==> config.mk <==
export PLATFORM = sky130hd
export DESIGN_NAME = conv2d_layer_sequencer
export DESIGN_NICKNAME = d
export VERILOG_FILES = /design/src/rtl/conv2d_layer_sequencer.sv
export SDC_FILE = /design/constraint.sdc
export NUM_CORES = 1
export LEC_CHECK = 0
export ABC_AREA = 1
export CAP_MARGIN = 20
export CORE_MARGIN = 2
export CORE_UTILIZATION = 49
export DETAILED_ROUTE_END_ITERATION = 8
export MAX_ROUTING_LAYER = met4
export PLACE_DENSITY = 0.77
export REMOVE_ABC_BUFFERS = 1
export SLEW_MARGIN = 20
export SYNTH_ARGS = -nofsm -noshare
export SYNTH_HDL_FRONTEND = slang
export SYNTH_SLANG_ARGS = --single-unit
==> constraint.sdc <==
create_clock -name clk -period 2.5 [get_ports clk]
set_input_delay 0.5 -clock clk [delete_from_list [all_inputs] [get_ports clk]]
set_output_delay 0.5 -clock clk [all_outputs]
set_load 0.02 [all_outputs]
==> src/rtl/conv2d_layer_sequencer.sv <==
// conv2d_layer_sequencer: walks oc (outer) / ic (middle) / row (inner) and issues PE-engine strobes.
// Latency: start -> Load_kernel_reg 1 cycle; final Done_1row -> layer_done 3 cycles when PE is idle.
// Backpressure: stalls in WAIT_K / WAIT_PE / WAIT_ROW / DRAIN until the matching handshake is high.
// Build option: define CONV_SEQ_PERF_EN to build the saturating busy_cycles counter (else tied to 0).
module conv2d_layer_sequencer #(
   parameter int DIM_WIDTH = 10,
   parameter int CH_WIDTH  = 8   // also the b_counter_output width
) (
   input  logic                 clk,
   input  logic                 Reset,
   input  logic                 start,
   input  logic [DIM_WIDTH-1:0] cfg_height,
   input  logic [CH_WIDTH-1:0]  cfg_in_ch,
   input  logic [CH_WIDTH-1:0]  cfg_out_ch,
   input  logic                 kernel_ready,
   input  logic                 Done_1row,
   input  logic                 PE_ready,
   input  logic                 PE_with_buffers_IDLE,
   output logic                 Load_kernel_reg,
   output logic                 row_start,
   output logic                 Stream_mid_row,
   output logic                 Stream_last_row,
   output logic                 last_channel,
   output logic [CH_WIDTH-1:0]  b_counter_output,
   output logic                 busy,
   output logic                 layer_done,
   output logic                 cfg_error,
   output logic [31:0]          busy_cycles
);

   typedef enum logic [3:0] {
      S_IDLE, S_LOAD_K, S_WAIT_K, S_WAIT_PE, S_ROW,
      S_WAIT_ROW, S_NEXT_IC, S_DRAIN, S_DONE
   } state_t;

   state_t               state;
   logic [DIM_WIDTH-1:0] h_q, row;
   logic [CH_WIDTH-1:0]  ci_q, co_q, ic, oc;

   logic                 cfg_zero, start_accept;
   logic [DIM_WIDTH-1:0] h_last, row_inc;
   logic [CH_WIDTH-1:0]  ci_last, co_last, ic_inc, oc_inc;

   // Any zero dimension makes the layer meaningless, so such a start is rejected.
   assign cfg_zero     = (cfg_height == '0) || (cfg_in_ch == '0) || (cfg_out_ch == '0);
   assign start_accept = (state == S_IDLE) && start && !cfg_zero;

   // Loop bounds always come from the latched copies, so cfg inputs may change mid-layer.
   assign h_last  = h_q  - DIM_WIDTH'(1);
   assign ci_last = ci_q - CH_WIDTH'(1);
   assign co_last = co_q - CH_WIDTH'(1);
   assign row_inc = row + DIM_WIDTH'(1);
   assign ic_inc  = ic  + CH_WIDTH'(1);
   assign oc_inc  = oc  + CH_WIDTH'(1);

   assign b_counter_output = oc;

   // Sequencer FSM; row/ic level flags are written from the value the counter is about to take.
   always_ff @(posedge clk or negedge Reset) begin
      if (!Reset) begin
         state           <= S_IDLE;
         h_q             <= '0;
         ci_q            <= '0;
         co_q            <= '0;
         row             <= '0;
         ic              <= '0;
         oc              <= '0;
         Load_kernel_reg <= 1'b0;
         row_start       <= 1'b0;
         Stream_mid_row  <= 1'b0;
         Stream_last_row <= 1'b0;
         last_channel    <= 1'b0;
         busy            <= 1'b0;
         layer_done      <= 1'b0;
         cfg_error       <= 1'b0;
      end else begin
         Load_kernel_reg <= 1'b0;
         row_start       <= 1'b0;
         layer_done      <= 1'b0;
         cfg_error       <= 1'b0;
         case (state)
            S_IDLE: begin
               if (start_accept) begin
                  h_q             <= cfg_height;
                  ci_q            <= cfg_in_ch;
                  co_q            <= cfg_out_ch;
                  row             <= '0;
                  ic              <= '0;
                  oc              <= '0;
                  busy            <= 1'b1;
                  Stream_mid_row  <= (cfg_height != DIM_WIDTH'(1));
                  Stream_last_row <= (cfg_height == DIM_WIDTH'(1));
                  last_channel    <= (cfg_in_ch == CH_WIDTH'(1));
                  Load_kernel_reg <= 1'b1;
                  state           <= S_LOAD_K;
               end else if (start) begin
                  cfg_error <= 1'b1;
               end
            end
            S_LOAD_K: state <= S_WAIT_K;
            S_WAIT_K: begin
               if (kernel_ready) state <= S_WAIT_PE;
            end
            S_WAIT_PE: begin
               if (PE_ready) begin
                  row_start <= 1'b1;
                  state     <= S_ROW;
               end
            end
            S_ROW: state <= S_WAIT_ROW;
            S_WAIT_ROW: begin
               if (Done_1row) begin
                  if (row < h_last) begin
                     row             <= row_inc;
                     Stream_mid_row  <= (row_inc != h_last);
                     Stream_last_row <= (row_inc == h_last);
                     state           <= S_WAIT_PE;
                  end else begin
                     row             <= '0;
                     Stream_mid_row  <= (h_last != '0);
                     Stream_last_row <= (h_last == '0);
                     state           <= S_NEXT_IC;
                  end
               end
            end
            S_NEXT_IC: begin
               if (ic < ci_last) begin
                  ic              <= ic_inc;
                  last_channel    <= (ic_inc == ci_last);
                  Load_kernel_reg <= 1'b1;
                  state           <= S_LOAD_K;
               end else begin
                  ic           <= '0;
                  last_channel <= (ci_last == '0);
                  state        <= S_DRAIN;
               end
            end
            S_DRAIN: begin
               // oc only moves once the previous channel's output has left the PE.
               if (PE_with_buffers_IDLE) begin
                  if (oc < co_last) begin
                     oc              <= oc_inc;
                     Load_kernel_reg <= 1'b1;
                     state           <= S_LOAD_K;
                  end else begin
                     layer_done      <= 1'b1;
                     busy            <= 1'b0;
                     Stream_mid_row  <= 1'b0;
                     Stream_last_row <= 1'b0;
                     last_channel    <= 1'b0;
                     state           <= S_DONE;
                  end
               end
            end
            S_DONE:  state <= S_IDLE;
            default: state <= S_IDLE;
         endcase
      end
   end

`ifdef CONV_SEQ_PERF_EN
   // Saturating busy-cycle counter: cleared by an accepted start, held while not busy.
   always_ff @(posedge clk or negedge Reset) begin
      if (!Reset) begin
         busy_cycles <= '0;
      end else if (start_accept) begin
         busy_cycles <= '0;
      end else if (busy && (busy_cycles != 32'hFFFF_FFFF)) begin
         busy_cycles <= busy_cycles + 32'd1;
      end
   end
`else
   assign busy_cycles = '0;
`endif

endmodule

== Word-level counts from Yosys, hierarchy flattened ==
Cells that the tools add are included.
Storage, ports and cells
  memories: 0
  bits of input ports: 33
  ROM bits: 0
  memory bits (writable): 0
  output and inout port bits: 48
  logic and storage cells: 116
  register bits: 64
  bits in latches: 0
Operators by class
  reduce and logical (&&, ||, !) cells: 25
  bitwise gates (word level): 0
  div/mod/pow operators: 0
  equality and inequality tests: 20
  muxes and demuxes: 47
  shifts and indexed selects: 0
  $mul: 0
  add/subtract/negate cells: 6
  order comparisons: 3
Operators by type and width (count)
  $mux 8: 4
  $pmux 4 s8: 1
  $pmux 8 s2: 2
  $mux 10: 3
  $logic_not 8->1: 3
  $mux 4: 6
  $mux 1: 23
  $logic_not 10->1: 2
  $pmux 10 s2: 1
  $add 8x1->8 const B: 2
  $eq 4x3->1 const B: 4
  $lt 8x8->1: 2
  $sub 8x1->8 const B: 2
  $ne 2x2->1 const B: 7
  $pmux 1 s3: 4
  $reduce_and 4->1: 3
  $add 10x1->10 const B: 1
  $eq 10x1->1 const B: 1
  $eq 10x10->1: 1
  $lt 10x10->1: 1
  $ne 10x1->1 const B: 1
  $ne 10x10->1: 1
  $reduce_and 5->1: 2
  $reduce_bool 10->1: 1
  15 further kinds: 23

== Depth between registers and ports, before layout ==
Gate-level depths: netlist of the first run.
  word-level depth: 7
  depth in mapped cells: 20

== Worst setup path after synthesis of the first run ==
Ideal clock, no wire load.
  path type: register to register
  start point: register co_q[2]
  end point: register oc[4] (netlist: b_counter_output[4])
  required time: 2.423 ns
  period minus slack after synthesis: 2.312 ns
  buffers on the path: 0
  setup time: 0.077 ns
  arrival time: 2.235 ns
  path slack: 0.188 ns
  stages on the path, launching flop included: 18
  cell sequence: dfrtp_1 nor2_1 nand2_1 nor2_1 nand2_1 nor3_1 xor2_1 ha_1 a21oi_1 o21a_1 nand3_2 inv_1 nand2_1 nand2_2 inv_2 nor2_1 nand2_1 a21oi_1
Between the ends
  longest elaborated chain between the ends: 4
RTL lines
  start, declared: RTL line 38  | logic [CH_WIDTH-1:0] ci_q, co_q, ic, oc;
  start signal, assigned: RTL line 86  | co_q <= cfg_out_ch;
  $sub 8x1->8: RTL line 51  | assign co_last = co_q - CH_WIDTH'(1);
  $lt 8x8->1: RTL line 141  | if (oc < co_last) begin
  $ne 2x2->1 (no source line)
  $reduce_and 4->1 (no source line)
  end signal, assigned: RTL line 142  | oc <= oc_inc;
  end, declared: RTL line 38
No other way between the ends.
A chain may end at the register's enable or synchronous reset.

== Worst setup path after layout of the first run ==
  start point: register co_q[1]
  end point: register oc[4] (netlist: b_counter_output[4])
Same word-level chain as after synthesis.

==> impl_results.md, run 1 <==
* Final Hold Vio Count at 0
* Status: complete, no violations
* Avg Inst Size Synth at 6.85 sq um
* Post-detailed-route count of antenna-violating nets at 0
* Final setup margin at between 0.02 and 0.025 ns
* Worst Setup EP: b_counter_output[4]
* Layout cells sized above 1 at 12.2%
* CTS tree: done
* Slew Limit Fails at 0
* Standard-cell row count at 36
* Slew HR at between 60% and 70%
* Worst path depth at 17
* Largest net degree at the start of global routing at 46
* DR iter-0 viols at 195
* Critical path arrival at around 2.8 ns
* Warning count from the yosys run at 0
* CP endpoint kind: flop
* WL final at 12500 microns
* Post-Syn Area at around 5000 sq um
* Buf+Inv Stages, Crit Path at 2
* HP Class: input pin to asynchronous set/reset pin
* RSZ-0062 raised after global routing: yes
* CORE AREA at 9820 sq um
* Area Growth Syn to Fin at 20.2%
* DP HPWL at 9480 microns
* Critical R2R Launch: co_q[1]
* Clock Sinks at 64
* Synth cell types at 34
* Skew final at 0.0118 ns
* IO buf count at 48
* Antenna violations before repair at 0
* Critical path's largest stage delay at 0.39 ns
* Synthesized flop and latch total at 64
* Total CTS buffers at 9
* Cells after Synth at 727
* Crit-path leading delay family: simple AND/OR/NAND/NOR gates
* H-tree levels at 3
* Area share of the largest cell type after synthesis at 32.2%
* Cell taking the most area after synthesis: dfrtp_1
* Critical R2R Capture: b_counter_output[4]
* CP cell instances: nor2_1 -> nand2_1 -> nor2_1 -> nand2_1 -> nor3_2 -> xor2_1 -> ha_1 -> a21oi_2 -> o21a_1 -> nand3_2 -> inv_2 -> nand2_2 -> nand2_4 -> inv_6 -> nor2_4 -> nand2_2 -> a21oi_2
* Dpl cells at 913
* RePlAce Congestion at between 0.8 and 0.9
* Die width at 105 microns
* Reg clk slew, reported paths at 0.07 ns
* Most frequent cells in the layout: nand2_1, inv_1, dfrtp_1, nor2_1, clkdlybuf4s50_1
* Initial Util at 50.7%
* Via/cell ratio at 5.05
* Top flop regs: h_q (10), row (10)
* Final setup TNS at 0 ns
* Final worst path period share at 99.1%
* Post-synthesis sequential area ratio at 32.2%
* Nets at roughly 860
* Final Core Density at 60.9%
* Vias after detailed routing at 4734
* Fin Hold WS at approximately 0.12 ns
* CP max FO at 6
* # fillers at just over 900
* Wire length per cell at roughly 13 microns
* F_max at 0.403 GHz
* Worst-Margin Slew at between 0.5 and 0.6 ns
* Reg2Reg Setup Slack at 0.02 ns
* Final setup violation count at 0
* Worst-Skew Late Latency at 0.35 ns
* Die area at around 11000 sq um
* CP startpoint kind: flop
* Non-Filler Instances at 937
* Reg2Reg Depth at 17
* Max IR drop VDD at roughly 0.62 mV
* Most common cell after layout, fill and taps aside: nand2_1
* CP required at 2.77 ns
* Vias in the first global route at 4574
* Gr usage total at 23.9%
* Pwr dens at a little under 1000 nW/um^2
* Clock root cell: clkbuf_8
* P_leak at 3.08 nW
* Place WS at between 0.015 and 0.02 ns
* Top post-synthesis cells by area: dfrtp_1, nand2_1, ha_1, inv_1, buf_4
* Crit path launch: co_q[1]
* Die Ht at 105 microns
* Ant diodes at 0
* Pre-Repair DR Iteration Count at 4
* Max-cap violations at 0
* Crit path time final at 2.48 ns
* First-pass GRT wire length at 20600 microns
* Critical-path top delay cell: dfrtp_1
* Crit Path Class: flop to flop
* Max Buffers Root-to-Sink at 2
* Cts hold-fix bufs at 0
* DRC viols at 0
* GRT overflow at 0
* Io pins at 81
## worst reg2reg max path, delay by kind of cell (launching register included)
kind / cells / cell delay [ns]
and+or+nand+nor: 10 / 1.01
AOI/OAI and AO/OA: 3 / 0.43
DFF: 1 / 0.39
adders and majority gates: 1 / 0.28
xor gates and xnor gates: 1 / 0.16
buffers and inverters: 2 / 0.13
## stage by stage
stage / instance area (sq um) / total power [mW]
after CTS: 5730 / 5.62
final: 5980 / 5.95
after detailed placement: 5570 / 4.83
after global placement: 5570 / 4.73
after floorplan: 4830 / 3.90
after global routing: 5980 / 6.53
## power breakdown
| part | switching [mW] | internal (mW) | leakage (nW) |
|---|---|---|---|
| clock network | 0.394 | 0.376 | 0.0794 |
| registers | 0.325 | 1.34 | 0.830 |
| logic | 2.14 | 1.38 | 2.17 |
| total | 2.86 | 3.10 | 3.08 |
## cells by family after synthesis
family | Yosys count | share of synthesized area, %
buffers and inverters | 140 | 13.1
DFF | 64 | 32.2
adders and majority gates | 30 | 7.54
other | 1 | 0.0753
and+or+nand+nor | 391 | 34.4
AOI/OAI and AO/OA | 77 | 8.49
xor gates and xnor gates | 24 | 4.22
## worst min path at each step
| stage | endpoint | cells past startpoint |
|---|---|---|
| final | h_q[9] | 1 |
| after global routing | h_q[7] | 1 |
| after CTS | h_q[7] | 1 |
| after detailed placement | ci_q[7] | 2 |
| after global placement | h_q[0] | 2 |
| after floorplan | Load_kernel_reg | 0 |
## area by class of cell
cell class / instances / area [sq um] / share of cell area [%]
clock buffers: 13 / 149 / 2.49
clock inverters: 1 / 5.00 / 0.0836
well taps: 133 / 166 / 2.78
multi-input cells: 555 / 3030 / 50.6
flip-flops and latches: 64 / 1600 / 26.8
inverters: 102 / 388 / 6.48
repair buffers: 69 / 646 / 10.8
## cells in the mapped netlist
cell type  number
a21oi_1        19
a32o_1          1
buf_2           2
buf_4          33
clkbuf_1        3
conb_1          1
dfrtp_1        64
ha_1           30
inv_1          98
inv_2           4
nand2_1       232
nand2_2         2
nand2_4         3
nand3_1        45
nand3_2         2
nand3b_1        2
nand4_1        15
nand4_4         1
nor2_1         66
nor2_2          5
nor2_4          5
nor2_8          1
nor3_1         10
nor3_2          1
o21a_1          2
o21ai_0        44
o21ai_1         1
o21ai_2         1
o21ai_4         1
o22ai_1         6
o31ai_1         2
or2_1           1
xnor2_1         5
xor2_1         19
## routing by layer
layer  GRT usage [%]  routed length, microns  share of wire, %  vias up
li1                -                       -                 -     2395
met1            27.4                    5390                43     2179
met2            41.3                    6270                50      132
met3            3.37                     448               3.6       28
met4            11.0                     361               2.9        0
met5               -                       0                 0        -
## what timing repair did
action,CTS,global route
buffers inserted,0,9
endpoints found under the setup margin,1,33
pin swaps,0,26
gates cloned,0,1
resized for setup,1,51
hold endpoints to repair,0,0
(Power assumes the default switching activity.)
==> run 2, diff against run 1 <==
ABC_CLOCK_PERIOD_IN_PS = 2800   (was not set)
CORE_UTILIZATION = 55   (was 49)
PLACE_DENSITY = 0.82   (was 0.77)
clock period = 2.8 ns   (was 2.5 ns; I/O delays follow)
==> run 2 against run 1 <==
  * Non-clock buffer count decreased by 15
  * Core utilization grew 4.0 points
  * Clock skew shrank 0.0022 ns
  * Register-to-register slack better by 0.25 ns
  * Clock-buffer cell count down 2
  * Die area shrank 10%
  * Setup slack better by 0.25 ns
  * Critical endpoint is now ic[2]
  * Largest power group unchanged
==> impl_results.md, run 2 (same netlist as run 1, synthesis figures left out) <==
* Final setup TNS at 0 ns
* H-tree levels at 3
* Most frequent cells in the layout: nand2_1, inv_1, nor2_1, dfrtp_1, clkdlybuf4s50_1
* Worst-Skew Late Latency at approximately 0.35 ns
* Status: complete, no violations
* CP startpoint kind: flop
* Area Growth Syn to Fin at 14.3%
* Die width at 99.2 microns
* Wire length per cell at 13.3 microns
* Critical-path top delay cell: dfrtp_1
* CP required at 3.07 ns
* Max Buffers Root-to-Sink at 2
* Post-detailed-route count of antenna-violating nets at 0
* Nets at about 850
* Antenna violations before repair at 0
* CORE AREA at ~9000 sq um
* Initial Util at 56.8%
* Max IR drop VDD at 0.545 mV
* Critical path arrival at 2.80 ns
* RSZ-0062 raised after global routing: no
* Total CTS buffers at 9
* Dpl cells at 879
* Max-cap violations at 0
* Slew Limit Fails at 0
* First-pass GRT wire length at 20100 microns
* Reg clk slew, reported paths at 0.07 ns
* DP Area at 5470 sq um
* Via/cell ratio at between 5 and 6
* CP max FO at 7
* Crit Path Class: flop to flop
* IO buf count at 48
* CTS tree: done
* DRC viols at 0
* Final Hold Vio Count at 0
* Largest net degree at the start of global routing at 65
* WL final at approximately 12000 microns
* CP cell instances: inv_1 -> nand3_1 -> nor2_1 -> xor2_1 -> ha_1 -> a21oi_1 -> o21a_1 -> nand2_1 -> nor2_1 -> inv_1 -> o21ai_0
* Pwr dens at 892 nW/um^2
* Skew final at 0.00962 ns
* Most common cell after layout, fill and taps aside: nand2_1
* Final worst path period share at 90.4%
* CP endpoint kind: flop
* Layout cells sized above 1 at around 6.6%
* DP HPWL at 9290 microns
* DR iter-0 viols at 219
* Vias after detailed routing at ~4800
* F_max at 0.395 GHz
* Buf+Inv Stages, Crit Path at 2
* Crit path time final at 2.53 ns
* Clock Sinks at 64
* Vias in the first global route at 4646
* Pre-Repair DR Iteration Count at 5
* Ant diodes at 0
* Clock root cell: clkbuf_8
* GRT overflow at 0
* Die Ht at 99.2 microns
* # fillers at between 700 and 800
* Non-Filler Instances at 897
* HP Class: input pin to asynchronous set/reset pin
* Standard-cell row count at 34
* Reg2Reg Setup Slack at 0.27 ns
* RePlAce Congestion at 0.970
* Gr usage total at 25.8%
* Crit-path leading delay family: simple AND/OR/NAND/NOR gates
* Top flop regs: h_q (10), row (10)
* Die area at 9830 sq um
* Final instance area at 5690 sq um
* Final setup violation count at 0
* P_leak at 3.00 nW
* Critical path's largest stage delay at approximately 0.4 ns
* Final Core Density at 64.9%
* Io pins at 81
-- run 2: power by group --
group	total [mW]	leakage [nW]	switching, mW	internal, mW
logic	2.80	2.07	1.78	1.02
clock network	0.787	0.0989	0.361	0.426
registers	1.49	0.832	0.290	1.20
total	5.07	3.00	2.43	2.65
-- run 2: area by class of cell --
| type | count | area (sq um) | area share, % |
|---|---|---|---|
| Clock buffer | 11 | 141 | 2.48 |
| Clock inverter | 4 | 45.0 | 0.791 |
| Inverter | 102 | 383 | 6.73 |
| Multi-Input combinational cell | 554 | 2850 | 50.1 |
| Sequential cell | 64 | 1600 | 28.1 |
| Tap cell | 108 | 135 | 2.37 |
| Timing Repair Buffer | 54 | 533 | 9.36 |
-- run 2: path summary, 6_finish.rpt --
kind | end | from | depth (start not counted)
worst max-delay path | ic[2] | ci_q[0] | 11
worst min-delay path | h_q[9] | Reset | 2
worst max register to register | ic[2] | ci_q[0] | 11
worst min register to register | ci_q[7] | ci_q[7] | 2
max in group asynchronous | row[0] | Reset | 2
min in group clk | ci_q[7] | ci_q[7] | 2
-- run 2: metrics by stage --
step           total power, mW  worst slack (ns)  hold slack (ns)
3_3_place_gp              4.11             0.329            0.480
3_5_place_dp              4.23             0.221            0.504
5_1_grt                   5.55            0.0305            0.228
2_1_floorplan             3.48             0.476            0.264
6_report                  5.07             0.269            0.194
4_1_cts                   5.04             0.190            0.214
-- run 2: metal layers --
layer / vias up / global-route usage (%) / routed length, microns
met1: 2208 / 28.6 / 4790
met5: - / - / 0
met3: 32 / 3.44 / 616
li1: 2356 / - / -
met2: 173 / 46.5 / 6180
met4: 0 / 10.6 / 340
-- run 2: repair_timing --
item / 4_1_cts / 5_1_grt
gates resized for setup: 0 / 5
setup endpoints to repair: 0 / 20
buffers inserted: 0 / 3
hold buffers: 0 / 0
